===== src/rtl/xcvr_rx_width_upconverter_fifo.sv =====
// RX width up-converter: packs RATIO input words into one wide word and buffers
// the packed words in a DEPTH-entry first-word-fall-through FIFO with drop accounting.
module xcvr_rx_width_upconverter_fifo #(
  parameter int IN_W      = 64,
  parameter int RATIO     = 2,
  parameter int DEPTH     = 16,
  parameter int MSW_FIRST = 0,
  parameter int AFULL_TH  = 12
) (
  input  logic                       clk,
  input  logic                       reset,
  input  logic [IN_W-1:0]            in_data,
  input  logic                       in_valid,
  input  logic                       flush,
  output logic [IN_W*RATIO-1:0]      out_data,
  output logic                       out_valid,
  input  logic                       out_ready,
  output logic [$clog2(DEPTH+1)-1:0] fill_level,
  output logic                       wrfull,
  output logic                       almost_full,
  output logic                       overflow_sticky,
  output logic [15:0]                drop_count,
  input  logic                       clr_status
);

  localparam int OW = IN_W * RATIO;
  localparam int KW = (RATIO > 1) ? $clog2(RATIO) : 1;
  localparam int PW = $clog2(DEPTH);
  localparam int CW = $clog2(DEPTH + 1);

  logic [KW-1:0] lane_q, lane_d;
  logic [OW-1:0] acc_q, acc_d;
  logic [OW-1:0] head_q, head_d;
  logic [OW-1:0] mem_q [DEPTH];
  logic [PW-1:0] wr_ptr_q, wr_ptr_d, rd_ptr_q, rd_ptr_d;
  logic [CW-1:0] cnt_q, cnt_d;
  logic          sticky_q, sticky_d;
  logic [15:0]   drop_q, drop_d;
  logic          last_lane, push_req, push, pop, drop;
  int            slot;

  always_comb begin
    lane_d    = lane_q;
    acc_d     = acc_q;
    head_d    = head_q;
    wr_ptr_d  = wr_ptr_q;
    rd_ptr_d  = rd_ptr_q;
    cnt_d     = cnt_q;
    sticky_d  = sticky_q;
    drop_d    = drop_q;
    last_lane = (lane_q == KW'(RATIO - 1));
    slot      = (MSW_FIRST != 0) ? (RATIO - 1 - int'(lane_q)) : int'(lane_q);

    // acc_d doubles as the complete packed word on the last-lane cycle
    if (in_valid) begin
      acc_d[slot*IN_W +: IN_W] = in_data;
      lane_d = last_lane ? '0 : lane_q + KW'(1);
    end

    pop      = (cnt_q != '0) && out_ready;
    push_req = in_valid && last_lane;
    push     = push_req && ((cnt_q != CW'(DEPTH)) || pop);
    drop     = push_req && !push;

    if (push) wr_ptr_d = wr_ptr_q + PW'(1);
    if (pop)  rd_ptr_d = rd_ptr_q + PW'(1);
    if (push && !pop)      cnt_d = cnt_q + CW'(1);
    else if (pop && !push) cnt_d = cnt_q - CW'(1);

    // Head register tracks the entry visible after this edge; a word pushed
    // into an empty (or emptying) FIFO bypasses memory straight to the head.
    if (cnt_d != '0) begin
      if (push && ((cnt_q == '0) || ((cnt_q == CW'(1)) && pop)))
        head_d = acc_d;
      else
        head_d = mem_q[rd_ptr_d];
    end

    if (clr_status) begin
      sticky_d = 1'b0;
      drop_d   = '0;
    end else if (drop) begin
      sticky_d = 1'b1;
      if (drop_q != 16'hFFFF) drop_d = drop_q + 16'd1;
    end

    if (flush) begin
      lane_d   = '0;
      acc_d    = '0;
      head_d   = head_q;
      wr_ptr_d = '0;
      rd_ptr_d = '0;
      cnt_d    = '0;
      sticky_d = sticky_q;
      drop_d   = drop_q;
      push     = 1'b0;
    end
  end

  always_ff @(posedge clk) begin
    if (reset) begin
      lane_q   <= '0;
      acc_q    <= '0;
      head_q   <= '0;
      wr_ptr_q <= '0;
      rd_ptr_q <= '0;
      cnt_q    <= '0;
      sticky_q <= 1'b0;
      drop_q   <= '0;
    end else begin
      lane_q   <= lane_d;
      acc_q    <= acc_d;
      head_q   <= head_d;
      wr_ptr_q <= wr_ptr_d;
      rd_ptr_q <= rd_ptr_d;
      cnt_q    <= cnt_d;
      sticky_q <= sticky_d;
      drop_q   <= drop_d;
    end
  end

  always_ff @(posedge clk) begin
    if (push && !reset) mem_q[wr_ptr_q] <= acc_d;
  end

  assign out_data        = head_q;
  assign out_valid       = (cnt_q != '0);
  assign fill_level      = cnt_q;
  assign wrfull          = (cnt_q == CW'(DEPTH));
  assign almost_full     = (cnt_q >= CW'(AFULL_TH));
  assign overflow_sticky = sticky_q;
  assign drop_count      = drop_q;

endmodule


===== config.mk =====
export PLATFORM = sky130hd
export DESIGN_NAME = xcvr_rx_width_upconverter_fifo
export DESIGN_NICKNAME = d
export VERILOG_FILES = /design/src/rtl/xcvr_rx_width_upconverter_fifo.sv
export SDC_FILE = /design/constraint.sdc
export NUM_CORES = 2
export LEC_CHECK = 0
export ABC_AREA = 1
export ABC_CLOCK_PERIOD_IN_PS = 20800
export CELL_PAD_IN_SITES_DETAIL_PLACEMENT = 0
export CELL_PAD_IN_SITES_GLOBAL_PLACEMENT = 1
export CORE_ASPECT_RATIO = 2
export CORE_MARGIN = 1
export CORE_UTILIZATION = 50
export DETAILED_ROUTE_END_ITERATION = 8
export PLACE_DENSITY_LB_ADDON = 0.1
export SYNTH_ARGS = -nofsm -noshare
export SYNTH_HDL_FRONTEND = slang
export SYNTH_SLANG_ARGS = --single-unit

===== constraint.sdc =====
create_clock -name clk -period 20.8 [get_ports clk]
set_input_delay 4.16 -clock clk [delete_from_list [all_inputs] [get_ports clk]]
set_output_delay 4.16 -clock clk [all_outputs]
set_load 0.01 [all_outputs]

; ---- Word level (Yosys, flattened, before mapping)
; Memories as Yosys holds them, arrays and structs flattened.
; Cells that the tools add are included.
[totals]
ff_bits = 287
mem_bits_rw = 2048
input_bits = 70
out_inout_bits = 153
elab_cells = 63
mem_count = 1
[classes]
addsub = 7
n_lt_le_gt_ge = 1
eq_ne = 4
shifts = 2
mux = 16
bitwise = 1
n_reduce_logical = 23
[memory_table]
columns = memory, depth, width, rd, rd_ports_with_merged_regs, wr, line_no
row1 = mem_q, 16, 128, 1, 0, 1, 34  ; logic [OW-1:0] mem_q [DEPTH];
[op_table]
columns = cell, count
row1 = 128-bit 2-to-1 mux, 3
row2 = 128-bit bitwise mux, 1
row3 = "64-bit by 33-bit variable shift with 128-bit output, first input constant", 1
row4 = 64-bit by 33-bit variable part select with 128-bit output, 1
row5 = 16-bit 2-to-1 mux, 3
row6 = 7-bit negator with 33-bit output, 1
row7 = "16-bit by 1-bit adder with 16-bit output, second input constant", 1
row8 = "16-bit != test, second input constant", 1
row9 = 5-bit 2-to-1 mux, 2
row10 = 5-bit nonzero test, 2
row11 = 1-bit logical AND, 9
row12 = "4-bit by 1-bit adder with 4-bit output, second input constant", 2
row13 = 1-bit 2-to-1 mux, 6
row14 = "5-bit by 1-bit adder with 5-bit output, second input constant", 1
row15 = "5-bit by 1-bit == test with 1-bit output, second input constant", 1
row16 = "5-bit == test, second input constant", 1
row17 = "5-bit by 4-bit >= comparator with 1-bit output, second input constant", 1
row18 = 5-bit zero test, 1
row19 = "5-bit != test, second input constant", 1
row20 = "5-bit by 1-bit subtractor with 5-bit output, second input constant", 1
row21 = 4-bit 2-to-1 mux, 1
row22 = 2-bit AND reduction, 2
row23 = 2-bit nonzero test, 2
row24 = 1-bit zero test, 3
row25 = other kinds (5), 6

; ---- Logic depth before layout (Yosys ltp)
[depth]
ltp_word = 10
depth_mapped = 19

; ---- Worst setup path after synthesis
; Ideal clock, no wire load.
[synth_timing]
kind = in2reg
from = in reset
to = mem mem_q[11][0] (netlist name) (enable)
setup_time_ns = 0.772
arrival_ns = 13.614
required_ns = 20.028
slack_ns = 6.414
stages = 5
path_buffers = 2
cell_sequence = clkbuf_1 -> nor2_1 -> inv_2 -> clkbuf_1 -> nor3_1
[synth_between]
elab_chain_cells = 4
[synth_lines]
columns = element, line_no
row1 = start: declaration, 11  ; input logic reset,
row2 = 1-bit zero test, 123  ; if (push && !reset) mem_q[wr_ptr_q] <= acc_d;
row3 = 1-bit logical AND, 123
row4 = 1-bit 2-to-1 mux, 123
row5 = 1-bit 2-to-1 mux (not written as such), 123
row6 = end: declaration, 34
; No other way between the ends.

; ---- Final worst setup path
[layout_timing]
from = in out_ready
to = reg head_q[11], in the netlist out_data[11]
[layout_between]
elab_chain_cells = 9
[layout_lines]
columns = element, line_no
row1 = start: declaration, 17  ; input logic out_ready,
row2 = 1-bit logical AND (*), 60  ; pop = (cnt_q != '0) && out_ready;
row3 = 1-bit logical OR, 62  ; push = push_req && ((cnt_q != CW'(DEPTH)) || pop);
row4 = 1-bit logical AND, 62
row5 = 1-bit zero test, 68  ; else if (pop && !push) cnt_d = cnt_q - CW'(1);
row6 = 1-bit logical AND, 68
row7 = 5-bit 2-to-1 mux, 68
row8 = 5-bit 2-to-1 mux, 67  ; if (push && !pop) cnt_d = cnt_q + CW'(1);
row9 = 5-bit nonzero test, 72  ; if (cnt_d != '0) begin
row10 = 2-bit AND reduction (no source line), --
row11 = end signal: assignment, 104  ; head_q <= '0;
row12 = end signal: assignment, 113  ; head_q <= head_d;
row13 = end: declaration, 33  ; logic [OW-1:0] head_q, head_d;
; Mark *: on every way between the ends. The rest lies on a longest branch, timed or not.
; A chain may end at the register's enable or synchronous reset.

==> impl_metrics.csv <==
group,metric,value,unit
status,outcome,"finished, final reports clean",
synth,async_flop_share,0,%
global_routing,grt_overflow,0,
synth,synth_area_leaders,"edfxtp_1, nand3_1, nand2_1",
cells_and_area,multi_input_area,0.0252,mm2
clock_tree,cts_setup_buffers,0,
synth,synth-main-ff-cell,"edfxtp_1",
routing,via_per_inst,5.87,
floorplan,initial_core_util,50.2,%
clock_tree,cts_resized,0,
global_routing,met3_usage,3.58,%
power_and_ir_drop,p_leak,42.8,nW
floorplan,coreArea,0.196,mm2
routing,ant_nets,0,
setup_path,critPathRequiredTime,21500,ps
floorplan,io_pins,223,
setup_path,critPathCaptureType,"flip-flop",
cells_and_area,fill_cells,16700,
synth,synth_edf_count,2048,
synth,syn_avg_cell_area,10.7,um2
synth,post-synth-top-count-cell,"nand3_1",
global_routing,grt_util_met2,54.8,%
setup_path,cp_top_family,"buffers and inverters",
timing,finalHoldViolCount,0,
setup_path,crit_type,"input port to flip-flop",
clock_tree,cts_max_level,4,
routing,drt-total-wl,316,mm
cells_and_area,seqCellArea,0.0672,mm2
placed_design,placed_cell_area,0.103,mm2
setup_path,path_cells,"clkdlybuf4s50_1 > nand2_4 > nand2_8 > buf_4 > buf_12 > buf_4 > buf_4 > nand3_1 > nand3_1 > nand3_1 > nand3_1 > nand3_1 > nand2_1 > a21oi_1",
clock_tree,cts_buffers,208,
floorplan,die_w,316,um
synth,synth-seq-cells,2335,
clock_tree,cts.sinks,2335,
routing,drt-wirelength-per-cell,26.7,um
cells_and_area,nets,9188,
global_routing,grt_max_degree,212,
global_routing,use_met1,40.3,%
synth,synth_top_area_share,62.5,%
synth,synthesis.area,0.0985,mm2
global_routing,grt_antenna_before_repair,10,
setup_path,cpMostUsedCell,"nand3_1",
placed_design,io_buffers,222,
power_and_ir_drop,p_per_area,93.2,mW/mm2
synth,synthDistinctLibCells,38,
timing,fin_crit_sh,43.4,%
setup_path,critical_path.max_stage_delay,830,ps
timing,final.setup_skew,37.8,ps
timing,maxSlewViolCount,0,
routing,vias,69500,
timing,post-route-min-period,9020,ps
cells_and_area,stdcell_area,0.110,mm2
min_path,min_path_type,"flip-flop to flip-flop",
timing,tightest_slew,1310,ps
timing,max_freq,111,MHz
clock_tree,cts.clk_slew.worst_paths,70,ps
cells_and_area,area_delta_synth_final,11.4,%
clock_tree,cts_tree,"yes",
synth,synth_top_area_cell,"edfxtp_1",
global_routing,top_usage_layer,"met2",
clock_tree,hold_buffers,0,
placed_design,dp_hpwl,159,mm
job,cap_violations,0,
clock_tree,cts_root_buf,"clkbuf_16",
power_and_ir_drop,max-vdd-ir-drop,0.0754,mV
floorplan,dieArea,0.199,mm2
synth,yosysSeqAreaShare,68.3,%
setup_path,path_buf_inv,5,
timing,finalSetupTns,0,ps
floorplan,die-height,630,um
placed_design,finalWeightedCongestion,0.808,
setup_path,cp_max_fo,151,
timing,relSlewSlack,12.5,%
timing,setup_violations,0,
setup_path,worstPathArrival,9710,ps
setup_path,worst_setup_path_start_kind,"input port",
routing,drt_iter0_drc,6571,
clock_tree,clock_latency,870,ps
clock_tree,clockBufferDepth,4,
global_routing,grt_pass1_wl,459,mm
routing,drc_errors,0,
global_routing,grt_usage,31.6,%
synth,synth_cells,9163,
cells_and_area,drive_gt1_share,5.27,%
synth,syn-num-nets,9243,
global_routing,grt_pass1_vias,67400,
floorplan,num_rows,230,
synth,synthTopCellsByCount,"nand3_1, edfxtp_1, nand2_1",
routing,drt_pass1_iterations,7,
timing,rsz0062_at_grt,"no",
setup_path,slowest_stage,"buf_4",
synth,ys_warn_count,0,
==> layout make-up <==
class / count / area share [%]
Tap cell: 2552 / 2.91
Clock buffer: 294 / 5.49
Inverter: 914 / 3.16
Clock inverter: 84 / 0.979
Multi-Input combinational cell: 5298 / 22.9
Antenna cell: 8 / 0.0183
Timing Repair Buffer: 351 / 3.18
Sequential cell: 2335 / 61.3
==> metal layers <==
layer / wire length (um) / vias up
li1: - / 31100
met1: 122000 / 35000
met2: 159000 / 2776
met3: 21100 / 600
met4: 13400 / 2
met5: 11 / -
==> where the power goes <==
group          switching, mW  internal, mW
registers             0.0585          5.11
logic                  0.683         0.298
clock network           1.73          2.33
==> worst register-to-register path, stage by stage (launching register included) <==
cell,delay [ps]
dfxtp_1,460
inv_1,160
ha_1,340
nand3_4,230
nand2_4,150
nand2_8,470
buf_4,750
buf_12,590
buf_4,1090
buf_4,910
nand3_1,250
nand3_1,140
nand3_1,90
nand3_1,120
nand3_1,90
nand2_1,100
a21oi_1,60
==> registers in the layout (all words and copies together), names as in the netlist <==
| name | flops |
|---|---|
| lane_q | 1 |
| wr_ptr_q | 4 |
| mem_q | 2048 |
| acc_q | 128 |
| fill_level | 5 |
| out_data | 128 |
| rd_ptr_q | 4 |
| overflow_sticky | 1 |
| drop_count | 16 |
==> logic make-up (layout without fill, tap and decap cells) <==
family | after synthesis | after routing | share of synthesized area [%]
compound gates | 171 | 171 | 0.901
other cells | 0 | 8 | 0
buf+inv | 1530 | 1643 | 6.36
simple gates | 4979 | 4979 | 22.9
flops | 2335 | 2335 | 68.3
fa+ha+maj | 10 | 10 | 0.127
mux | 128 | 128 | 1.30
xor+xnor | 10 | 10 | 0.0890
==> placed cells by master, fill, tap and decap left out, types with 10 or more instances in the layout <==
cell type        synthesis  layout
buf_12                   0      24
dfxtp_1                287     287
o21ai_0                 11      11
nand3_1               2351    2350
nor2_1                 448     440
a21oi_1                147     147
clkinv_1                 2      20
clkinv_2                 0      26
buf_4                   16     106
inv_1                  903     903
clkbuf_1               202      46
nand2_1               1924    1920
ha_1                    10      10
clkbuf_16                0     216
edfxtp_1              2048    2048
clkdlybuf4s50_1          0     220
bufinv_16                0      26
mux2i_1                128     128
clkbuf_8                 0      32
nand3b_1               222     222
==> path summary, 6_finish.rpt <==
kind | startpoint | slack, ps | end | depth (start not counted)
max | out_ready | 11780 | out_data[11] | 14
min | drop_count[4] | 470 | drop_count[4] | 2
max reg2reg | fill_level[0] | 14640 | out_data[11] | 16
min reg2reg | drop_count[4] | 470 | drop_count[4] | 2
==> per-stage QoR <==
stage	power [mW]	cells	utilization (%)	hold slack (ps)	worst slack (ps)
floorplan	5.82	9163	-	476	6410
global placement	6.25	11500	52.3	455	11090
detailed placement	6.25	11500	52.3	457	11070
CTS	10.3	11800	55.9	467	11990
global route	10.5	11800	56.0	479	11480
finish	10.2	11800	56.0	468	11780
Power figures use the tool's default switching activity.
